$ cat src/rtl/cnt_pkg.sv
// rtl/cnt_pkg.sv - shared counter helpers
package cnt_pkg;

    function automatic int clog2(input int v);
        int r;
        r = 0;
        for (int i = 0; i < 31; i++) begin
            if ((1 << r) < v) r = r + 1;
        end
        return r;
    endfunction

endpackage

$ cat src/rtl/cnt_digit.sv
// rtl/cnt_digit.sv - one modulo-RADIX up/down stage with clamped load
module cnt_digit
    import cnt_pkg::*;
#(
    parameter int RADIX = 10,
    localparam int DW = clog2(RADIX)
) (
    input  logic          clk,
    input  logic          rstn,
    input  logic          inc_en,
    input  logic          dec_en,
    input  logic          clr,
    input  logic          load,
    input  logic [DW-1:0] ld_val,
    output logic [DW-1:0] q,
    output logic          at_max,
    output logic          at_zero
);

    localparam logic [DW:0]   TOP  = (DW+1)'(RADIX - 1);
    localparam logic [DW-1:0] MAXV = DW'(RADIX - 1);

    logic [DW-1:0] ld_clamped;

    // Out-of-range codes count as the extreme for both directions so they wrap out.
    assign at_max     = ({1'b0, q} >= TOP);
    assign at_zero    = (q == '0) || ({1'b0, q} > TOP);
    assign ld_clamped = ({1'b0, ld_val} > TOP) ? MAXV : ld_val;

    always_ff @(posedge clk or negedge rstn) begin
        if (!rstn) begin
            q <= '0;
        end else if (clr) begin
            q <= '0;
        end else if (load) begin
            q <= ld_clamped;
        end else if (inc_en) begin
            q <= at_max ? '0 : q + 1'b1;
        end else if (dec_en) begin
            q <= at_zero ? MAXV : q - 1'b1;
        end
    end

endmodule

$ cat src/rtl/updown_cascade_cnt.sv
// rtl/updown_cascade_cnt.sv - cascaded multi-digit up/down counter with tc/ovf
module updown_cascade_cnt
    import cnt_pkg::*;
#(
    parameter int DIGITS = 4,
    parameter int RADIX  = 10,
    localparam int DW = clog2(RADIX)
) (
    input  logic                 clk,
    input  logic                 rstn,
    input  logic                 en,
    input  logic                 up,
    input  logic                 clr,
    input  logic                 load,
    input  logic [DIGITS*DW-1:0] load_val,
    output logic [DIGITS*DW-1:0] cnt,
    output logic                 tc,
    output logic                 ovf
);

    logic [DIGITS-1:0] at_max;
    logic [DIGITS-1:0] at_zero;
    logic [DIGITS:0]   max_chain;
    logic [DIGITS:0]   zero_chain;

    assign max_chain[0]  = 1'b1;
    assign zero_chain[0] = 1'b1;

    // Ripple chain: stage i moves only when every lower stage sits at its extreme.
    for (genvar i = 0; i < DIGITS; i++) begin : g_digit
        assign max_chain[i+1]  = max_chain[i] & at_max[i];
        assign zero_chain[i+1] = zero_chain[i] & at_zero[i];

        cnt_digit #(.RADIX(RADIX)) u_digit (
            .clk     (clk),
            .rstn    (rstn),
            .inc_en  (en & up & max_chain[i]),
            .dec_en  (en & ~up & zero_chain[i]),
            .clr     (clr),
            .load    (load),
            .ld_val  (load_val[i*DW +: DW]),
            .q       (cnt[i*DW +: DW]),
            .at_max  (at_max[i]),
            .at_zero (at_zero[i])
        );
    end

    assign tc = en & ~clr & ~load & (up ? max_chain[DIGITS] : zero_chain[DIGITS]);

    always_ff @(posedge clk or negedge rstn) begin
        if (!rstn) begin
            ovf <= 1'b0;
        end else begin
            ovf <= tc;
        end
    end

endmodule

$ cat config.mk
export PLATFORM = sky130hd
export DESIGN_NAME = updown_cascade_cnt
export DESIGN_NICKNAME = d
export VERILOG_FILES = /design/src/rtl/cnt_pkg.sv /design/src/rtl/cnt_digit.sv /design/src/rtl/updown_cascade_cnt.sv
export SDC_FILE = /design/constraint.sdc
export NUM_CORES = 1
export LEC_CHECK = 0
export BUFFER_PORTS_ARGS = -buffer_cell sky130_fd_sc_hd__buf_4
export CELL_PAD_IN_SITES_DETAIL_PLACEMENT = 0
export CELL_PAD_IN_SITES_GLOBAL_PLACEMENT = 2
export CORE_UTILIZATION = 31
export CTS_CLUSTER_DIAMETER = 30
export CTS_CLUSTER_SIZE = 24
export DETAILED_ROUTE_END_ITERATION = 10
export PLACE_DENSITY_LB_ADDON = 0.1
export SYNTH_ARGS = -nofsm -noshare
export SYNTH_HDL_FRONTEND = slang
export SYNTH_HIERARCHICAL = 1
export SYNTH_SLANG_ARGS = --single-unit
$ cat constraint.sdc
create_clock -name clk -period 2.3 [get_ports clk]
set_input_delay 0.115 -clock clk [delete_from_list [all_inputs] [get_ports clk]]
set_output_delay 0.115 -clock clk [all_outputs]
set_load 0.1 [all_outputs]
# Word-level counts from Yosys, hierarchy flattened
# Index checks and enable logic that the tools add are counted.
[totals]
wordCells = 86
output_inout_bits = 18
regBits = 17
[op_classes]
add_sub_neg = 8
n_mux = 29
bitwise = 20
magnitude_cmp = 12
reduce_logical = 12
[ops]
columns = ["op", "n"]
rows = [
  ["4-bit two-way mux", 28],
  ["4-bit > comparator (second input constant)", 8],
  ["1-bit bitwise AND", 17],
  ["4-bit by 1-bit adder with 4-bit output (second input constant)", 4],
  ["4-bit greater-or-equal comparator (second input constant)", 4],
  ["4-bit zero test", 4],
  ["4-bit nonzero test", 4],
  ["4-bit by 1-bit subtractor with 4-bit output (second input constant)", 4],
  ["1-bit logical OR", 4],
  ["1-bit NOT", 3],
  ["1-bit two-way mux", 1],
]

# Logic depth before layout (Yosys ltp)
# Gate-level depths: netlist (run 1).
[logic_depth]
ltp_word = 9
mapped_depth = 11
ltp_nobuf = 11

# Modules after synthesis
# Netlist (run 1), hierarchy kept.
[modules_own_cells]
columns = ["module", "n_inst", "cells_per_inst", "area_per_inst_um2"]
rows = [
  ["cnt_digit", 4, 55, 504.2],
  ["updown_cascade_cnt", 1, 12, 117.6],
]

# Worst setup path after synthesis (run 1)
# OpenSTA, ideal clock, no wires.
[synth_path]
path_type = "register -> register"
from = "reg g_digit[0].u_digit.q[0]"
to = "reg ovf"
slack_ps = -1492
arrival_time_ps = 3530
n_path_buf = 0
synth_period_minus_slack_ps = 3792
path_stages_with_launch = 8
cell_sequence = "dfrtp_1 > inv_1 > ha_1 > nor3b_2 > nor2b_1 > and4_2 > nand3_1 > a211oi_2"
[synth_between]
elab_cells_between_ends = 12
classes_between = "order compare: 2; mux: 1; bitwise: 7; reduce/logical: 2"
[synth_lines]
columns = ["element", "line_no", "rtl"]
rows = [
  ["start, declared", "cnt_digit.sv:15", "output logic [DW-1:0] q,"],
  ["start signal, assigned", "cnt_digit.sv:36", "q <= ld_clamped;"],
  ["start signal, assigned", "cnt_digit.sv:38", "q <= at_max ? '0 : q + 1'b1;"],
  ["start signal, assigned", "cnt_digit.sv:40", "q <= at_zero ? MAXV : q - 1'b1;"],
  ["4-bit greater-or-equal comparator", "cnt_digit.sv:26", "assign at_max = ({1'b0, q} >= TOP);"],
  ["net at_max[0]", "updown_cascade_cnt.sv:21", "logic [DIGITS-1:0] at_max;"],
  ["1-bit bitwise AND (3 in a row)", "updown_cascade_cnt.sv:31", "assign max_chain[i+1] = max_chain[i] & at_max[i];"],
  ["1-bit two-way mux", "updown_cascade_cnt.sv:48", "assign tc = en & ~clr & ~load & (up ? max_chain[DIGITS] : zero_chain[DIGITS]);"],
  ["1-bit bitwise AND", "updown_cascade_cnt.sv:48", ""],
  ["net tc", "updown_cascade_cnt.sv:17", "output logic tc,"],
  ["end signal, assigned", "updown_cascade_cnt.sv:54", "ovf <= tc;"],
  ["end, declared", "updown_cascade_cnt.sv:18", "output logic ovf"],
]
# The timed path passes the listed nets, and every way through them passes these cells.
# A chain may end at the register's enable or synchronous reset.

# Worst setup path after layout (run 1)
[layout_path]
from = "reg g_digit[0].u_digit.q[1]"
to = "out tc"
[layout_between]
elab_cells_between_ends = 12
classes_between = "order compare: 2; mux: 1; bitwise: 7; reduce/logical: 2"
[layout_lines]
columns = ["element", "line_no"]
rows = [
  ["4-bit greater-or-equal comparator", "cnt_digit.sv:26"],
  ["net at_max[0]", "updown_cascade_cnt.sv:21"],
  ["1-bit bitwise AND (3 in a row)", "updown_cascade_cnt.sv:31"],
  ["1-bit two-way mux", "updown_cascade_cnt.sv:48"],
  ["1-bit bitwise AND", "updown_cascade_cnt.sv:48"],
  ["end, declared", "updown_cascade_cnt.sv:17"],
]
# The timed path passes the listed nets, and every way through them passes these cells.

==> reports/results.ini, run 1 <==
[sta]
clock_skew_ps = 7.325
slew_violations = 0
hold_ws_ps = 169.9
min_period_ps = 2308
worstMarginPinSlew_ps = 459.1
period_share_pct = 100.3
finalHoldViolCount = 0
relSlewSlack_pct = 69.39
tns_ps = -7.777
finalSetupViolCount = 1
timing.final.ws_setup_ps = -7.777
max_freq_mhz = 433.3
rsz0062_at_grt = yes

[clocking]
numClockSinks = 17
htree_levels = 1
cts_buffers = 3
insertion_delay_ps = 260
cts_tree = done
clkSlewWorstSetupHoldPaths_ps = 80
root_buffer = clkbuf_8
clock_path_buffers = 2

[final_layout]
finalNonFillerCells = 382
fin_area_um2 = 3034
n_antenna_cell = 0
num-nets-final = 344
area_growth_syn_to_layout_pct = 42.15
drive_above_1_share_pct = 52.79
final_util_pct = 46.72

[worst_setup_path]
rr_worst_depth = 11
timing.rr.start = g_digit[0].u_digit/q[0]
crit_path_start_kind = flop
r2r-end = g_digit[2].u_digit/q[1]
end_kind = output port
path_max_fanout = 4
crit_type = reg -> out
crit_path_end = tc
crit_required_ps = 2180
worstSetupStartpoint = g_digit[0].u_digit/q[1]
crit_arrival_ps = 2190
r2r_setup_slack_ps = 0

[synthesis]
synth_warnings = 6
post-synth-top-count-cell = inv_1
netlist.area_leader.share_pct = 19.93
ys_seq_elements = 17
ys_types = 40
ys_async_sr_fraction_pct = 100.0
synth_commonest_cells = inv_1, dfrtp_1, ha_1, a31oi_1, nor2_1
synth-edff-count = 0
synth_area_per_cell_um2 = 9.201
synth_nets = 270
yosys.area.top_type = dfrtp_1
syn_area_um2 = 2135
ys.flop_type = dfrtp_1
synth_area_leaders = dfrtp_1, ha_1, a211oi_2, nor3b_2, inv_1
ys_seq_area_share_pct = 19.93
syn_inst = 232

[run]
cap_violations = 0

[routing]
routed_wl_mm = 6.168
vias = 2026
dr.first_iter.drc_count = 64
drcViolationCount = 5
dr.pass1.iters = 8
viasPerCell = 5.304
wire_per_inst_um = 16.15
ant_nets = 0

[placement]
io_buffers = 39
gp_congestion = 0.7710
dpl_worst_slack_ps = -13.50
dp_hpwl_mm = 4.463
placed_cells = 362
placed_area_um2 = 2746

[grt]
grt_usage_pct = 17.47
grt_pass1_wl_mm = 10.23
grt_antenna_before_repair = 0
grt_max_degree = 30
overflow = 0
grt_pass1_vias = 2054

[min_path]
hold_depth = 3
min-delay-start = load_val[13]
hp-class = in -> reg

[power_and_ir_drop]
ir_drop_mv = 0.2615
fin_total_pwr_mw = 1.514
powerDensity_nw_per_um2 = 499.0
leakage_nw = 1.331

[outcome]
violations = design-rule violations, negative setup slack
status = complete, but fails checks

[floorplan]
row_count = 29
ios = 40
initial_core_util_pct = 32.86
dieArea_um2 = 7222
die_x_um = 84.98
fp.dieH_um = 84.98
core_area_um2 = 6495

-- area by class of cell --
class,count,area [µm²]
fillers,633,3461
flip-flops and latches,17,461.7
repair buffers,81,654.4
well taps,77,96.34
multi-input cells,179,1672
clock buffers,4,45.04
inverters,24,105.1
-- worst max-delay path, stage by stage, from the launching register on --
cell and delay [ps]:
dfrtp_4 500, inv_6 90, ha_4 170, nor3b_4 50, nor2b_2 160, and4_4 260
buf_8 110, nand3_4 70, a211oi_4 300, buf_12 210
-- state kept, by name (all words and copies together), names as in the netlist --
| signal | count |
|---|---|
| g_digit.u_digit/q | 16 |
| ovf | 1 |
-- timing repair --
action	4_1_cts	5_1_grt
setup endpoints to repair	3	11
gates resized for setup	9	17
hold endpoints to repair	17	0
setup buffers	11	4
pin swaps	8	15
hold buffers	1	0
-- cells by family after synthesis --
| kind of cell | synth area share (%) |
|---|---|
| buffers and inverters | 8.675 |
| XOR/XNOR | 3.283 |
| AO/OA/AOI/OAI | 30.36 |
| AND/OR/NAND/NOR | 28.37 |
| adder cells (fa/ha/maj) | 9.379 |
| flip-flops | 19.93 |
-- per-layer routing --
metal / vias up / GRT usage (%) / wire, µm
met2: 40 / 31.38 / 3041
li1: 1015 / - / -
met3: 0 / 3.405 / 239
met5: - / 0 / 0
met4: 0 / 1.233 / 0
met1: 971 / 22.53 / 2887
-- cell usage in the layout (no fill, tap or decap), types with 3 or more instances in the layout --
| master | synthesis | final |
|---|---|---|
| buf_4 | 4 | 74 |
| inv_1 | 24 | 20 |
| a31oi_1 | 12 | 12 |
| nor2_1 | 12 | 12 |
| ha_1 | 16 | 10 |
| a211oi_2 | 9 | 9 |
| a21oi_1 | 8 | 8 |
| nand2_1 | 8 | 8 |
| nand3b_1 | 8 | 8 |
| nor3_2 | 8 | 8 |
| xor2_1 | 8 | 8 |
| dfrtp_4 | 0 | 8 |
| ha_4 | 0 | 6 |
| dfrtp_2 | 0 | 5 |
| nor3b_2 | 8 | 5 |
| o21bai_4 | 4 | 4 |
| a21oi_2 | 4 | 4 |
| o22ai_1 | 4 | 4 |
| nand3_1 | 5 | 4 |
| o21ai_0 | 4 | 4 |
| o311a_1 | 4 | 4 |
| nor3b_1 | 4 | 4 |
| o2111a_1 | 4 | 4 |
| o21ai_1 | 4 | 4 |
| or3_1 | 4 | 4 |
| nor4_1 | 4 | 4 |
| o211a_1 | 4 | 4 |
| o31ai_1 | 4 | 4 |
| a221oi_2 | 4 | 4 |
| dfrtp_1 | 17 | 4 |
| clkbuf_8 | 0 | 3 |
| nor3b_4 | 0 | 3 |
| nor2b_2 | 0 | 3 |
| a211oi_1 | 4 | 3 |
| nor4b_2 | 4 | 3 |
| and3_1 | 4 | 3 |
| buf_6 | 4 | 3 |
-- power by group --
group / switching [mW] / internal [mW]
clock: 0.122 / 0.123
sequential: 0.0655 / 0.334
combinational: 0.506 / 0.362
-- worst min path at each step --
stage                                   end
finish              g_digit[3].u_digit/q[1]
global route        g_digit[3].u_digit/q[1]
CTS                 g_digit[0].u_digit/q[0]
detailed placement                      ovf
global placement                        ovf
floorplan           g_digit[0].u_digit/q[2]
(Power assumes the default switching activity.)
==> run 2: changes to the inputs <==
--- a/config.mk
+++ b/config.mk
@@ -12,7 +12,7 @@
 export CTS_CLUSTER_DIAMETER = 30
 export CTS_CLUSTER_SIZE = 24
 export DETAILED_ROUTE_END_ITERATION = 10
-export PLACE_DENSITY_LB_ADDON = 0.1
+export PLACE_DENSITY = 0.84
 export SYNTH_ARGS = -nofsm -noshare
 export SYNTH_HDL_FRONTEND = slang
 export SYNTH_HIERARCHICAL = 1
==> run 2 against run 1 <==
Effect of this change:
- clock power fell by 2%
- core utilization increased by 0.12 points
- critical path depth stayed put
- highest routed layer is now met4
- critical path type unchanged
- sequential cell count stayed put
- cell count unchanged
- sequential share of layout area barely moved
- total power grew 1.5%
- maximum frequency about the same
- non-clock buffer count stayed put
- via count is 0.79% higher
- first-iteration DRC count is 28% higher
- the run still ends with design-rule violations, negative setup slack left
==> reports/results.ini, run 2 (synthesis results as in run 1) <==
[grt]
grt_pass1_wl_mm = 9.570  ; was 10.23 mm
grt_usage_pct = 16.25  ; was 17.47%
grt_pass1_vias = 1932  ; was 2054
overflow = 0  ; unchanged
grt_max_degree = 30  ; unchanged
grt_antenna_before_repair = 0  ; unchanged

[sta]
rsz0062_at_grt = yes  ; unchanged
worstMarginPinSlew_ps = 430.8  ; was 459.1 ps
finalSetupViolCount = 1  ; unchanged
timing.final.ws_setup_ps = -8.531  ; was -7.777 ps
slew_violations = 0  ; unchanged
hold_ws_ps = 175.0  ; was 169.9 ps
max_freq_mhz = 433.2  ; was 433.3 MHz
clock_skew_ps = 3.557  ; was 7.325 ps
min_period_ps = 2309  ; was 2308 ps
relSlewSlack_pct = 71.28  ; was 69.39%
finalHoldViolCount = 0  ; unchanged
period_share_pct = 100.4  ; was 100.3%

[routing]
dr.pass1.iters = 8  ; unchanged
dr.first_iter.drc_count = 82  ; was 64
drcViolationCount = 5  ; unchanged
vias = 2042  ; was 2026
viasPerCell = 5.346  ; was 5.304
wire_per_inst_um = 15.30  ; was 16.15 µm
routed_wl_mm = 5.843  ; was 6.168 mm
ant_nets = 0  ; unchanged

[final_layout]
final_cell_mix = buf_4, inv_1, a31oi_1, nor2_1, ha_1  ; unchanged
n_antenna_cell = 0  ; unchanged
fin_area_um2 = 3042  ; was 3034 µm²
regArea_um2 = 461.7  ; unchanged
num-nets-final = 344  ; unchanged
area_growth_syn_to_layout_pct = 42.50  ; was 42.15%
n_fill_cell = 642  ; was 633
final_common_cell = buf_4  ; unchanged
drive_above_1_share_pct = 53.11  ; was 52.79%
largest_register_ffs = 16  ; unchanged
multi_input_area_um2 = 1679  ; was 1672 µm²
top_regs = g_digit.u_digit/q: 16 flops, ovf: 1 flops  ; unchanged
top_register = g_digit.u_digit/q  ; unchanged

[floorplan]
ios = 40  ; unchanged
row_count = 29  ; unchanged
initial_core_util_pct = 32.86  ; unchanged
core_area_um2 = 6495  ; unchanged
fp.dieH_um = 84.98  ; unchanged
dieArea_um2 = 7222  ; unchanged
die_x_um = 84.98  ; unchanged

[clocking]
numClockSinks = 17  ; unchanged
htree_levels = 1  ; unchanged
clock_path_buffers = 2  ; unchanged
cts_buffers = 3  ; unchanged
cts_tree = done  ; unchanged
root_buffer = clkbuf_8  ; unchanged
clkSlewWorstSetupHoldPaths_ps = 80  ; about the same
insertion_delay_ps = 260  ; about the same

[worst_setup_path]
crit_path_start_kind = flop  ; unchanged
crit_arrival_ps = 2190  ; about the same
crit_type = reg -> out  ; unchanged
crit_required_ps = 2180  ; about the same
rr_worst_depth = 11  ; unchanged
end_kind = output port  ; unchanged
path_max_fanout = 4  ; unchanged

[placement]
gp_congestion = 0.7595  ; was 0.7710
dp_hpwl_mm = 4.183  ; was 4.463 mm
io_buffers = 39  ; unchanged
placed_area_um2 = 2704  ; was 2746 µm²

[min_path]
hold_depth = 3  ; unchanged
hp-class = in -> reg  ; unchanged

[outcome]
violations = design-rule violations, negative setup slack  ; unchanged
status = complete, but fails checks  ; unchanged

[run]
cap_violations = 0  ; unchanged

[power_and_ir_drop]
powerDensity_nw_per_um2 = 505.0  ; was 499.0 nW/µm²
leakage_nw = 1.330  ; was 1.331 nW
ir_drop_mv = 0.2395  ; was 0.2615 mV

-- run 2: what timing repair did --
action	in CTS	in global routing
hold buffers	1	0
cloned	0	0
endpoints found under the hold margin	17	0
pin swaps	6	12
resized for setup	11	20
setup buffers	13	6
endpoints found under the setup margin	5	11
-- run 2: metrics by stage --
step | worst slack [ps] | cells | total power [mW] | util [%] | setup TNS [ps]
final | -8.531 | 382 | 1.536 | 46.83 | -8.531
after global routing | -104.1 | 382 | 1.632 | 46.83 | -481.6
after CTS | -51.93 | 376 | 1.487 | 44.62 | -51.93
after detailed placement | -23.47 | 358 | 1.176 | 41.63 | -59.22
after global placement | 11.23 | 358 | 1.174 | 41.63 | 0
after floorplan | -412.7 | 232 | 0.9686 | - | -1106
-- run 2: power breakdown --
part / internal [mW] / leakage [nW] / switching [mW]
Sequential: 0.334 / 0.205 / 0.0675
Clock: 0.123 / 0.0228 / 0.118
Combinational: 0.379 / 1.10 / 0.515
-- run 2: path summary, 6_finish.rpt --
path	start	to	slack [ps]
worst max-delay path	g_digit[1].u_digit/q[1]	tc	-9
worst min register to register	g_digit[2].u_digit/q[1]	g_digit[2].u_digit/q[1]	720
worst max register to register	g_digit[1].u_digit/q[0]	g_digit[3].u_digit/q[3]	10
max in group asynchronous	rstn	g_digit[1].u_digit/q[0]	1790
worst min-delay path	load_val[9]	g_digit[2].u_digit/q[1]	170
min in group asynchronous	rstn	ovf	280
-- run 2: area by class of cell --
cell class / instances / share of cell area, %
multi-input cells: 179 / 55.20
repair buffers: 81 / 21.51
flip-flops and latches: 17 / 15.18
inverters: 24 / 3.455
well taps: 77 / 3.167
clock buffers: 4 / 1.481
-- run 2: critical path, cell delays in order (launching register included) --
cell and delay [ps]:
dfrtp_4 500, inv_6 100, ha_4 170, nor3b_4 50, nor2b_2 150, and4_4 250, buf_8 110, nand3_4 80
a211oi_4 320, buf_12 210
-- run 2: per-layer routing --
metal / routed length (µm) / up-vias / part of all wire (%) / GRT usage (%)
met2: 2680 / 46 / 46 / 26.76
met5: 0 / - / 0 / 0
met4: 18 / 0 / 0.31 / 1.849
met1: 2939 / 981 / 50 / 22.99
li1: - / 1013 / - / -
met3: 205 / 2 / 3.5 / 2.626
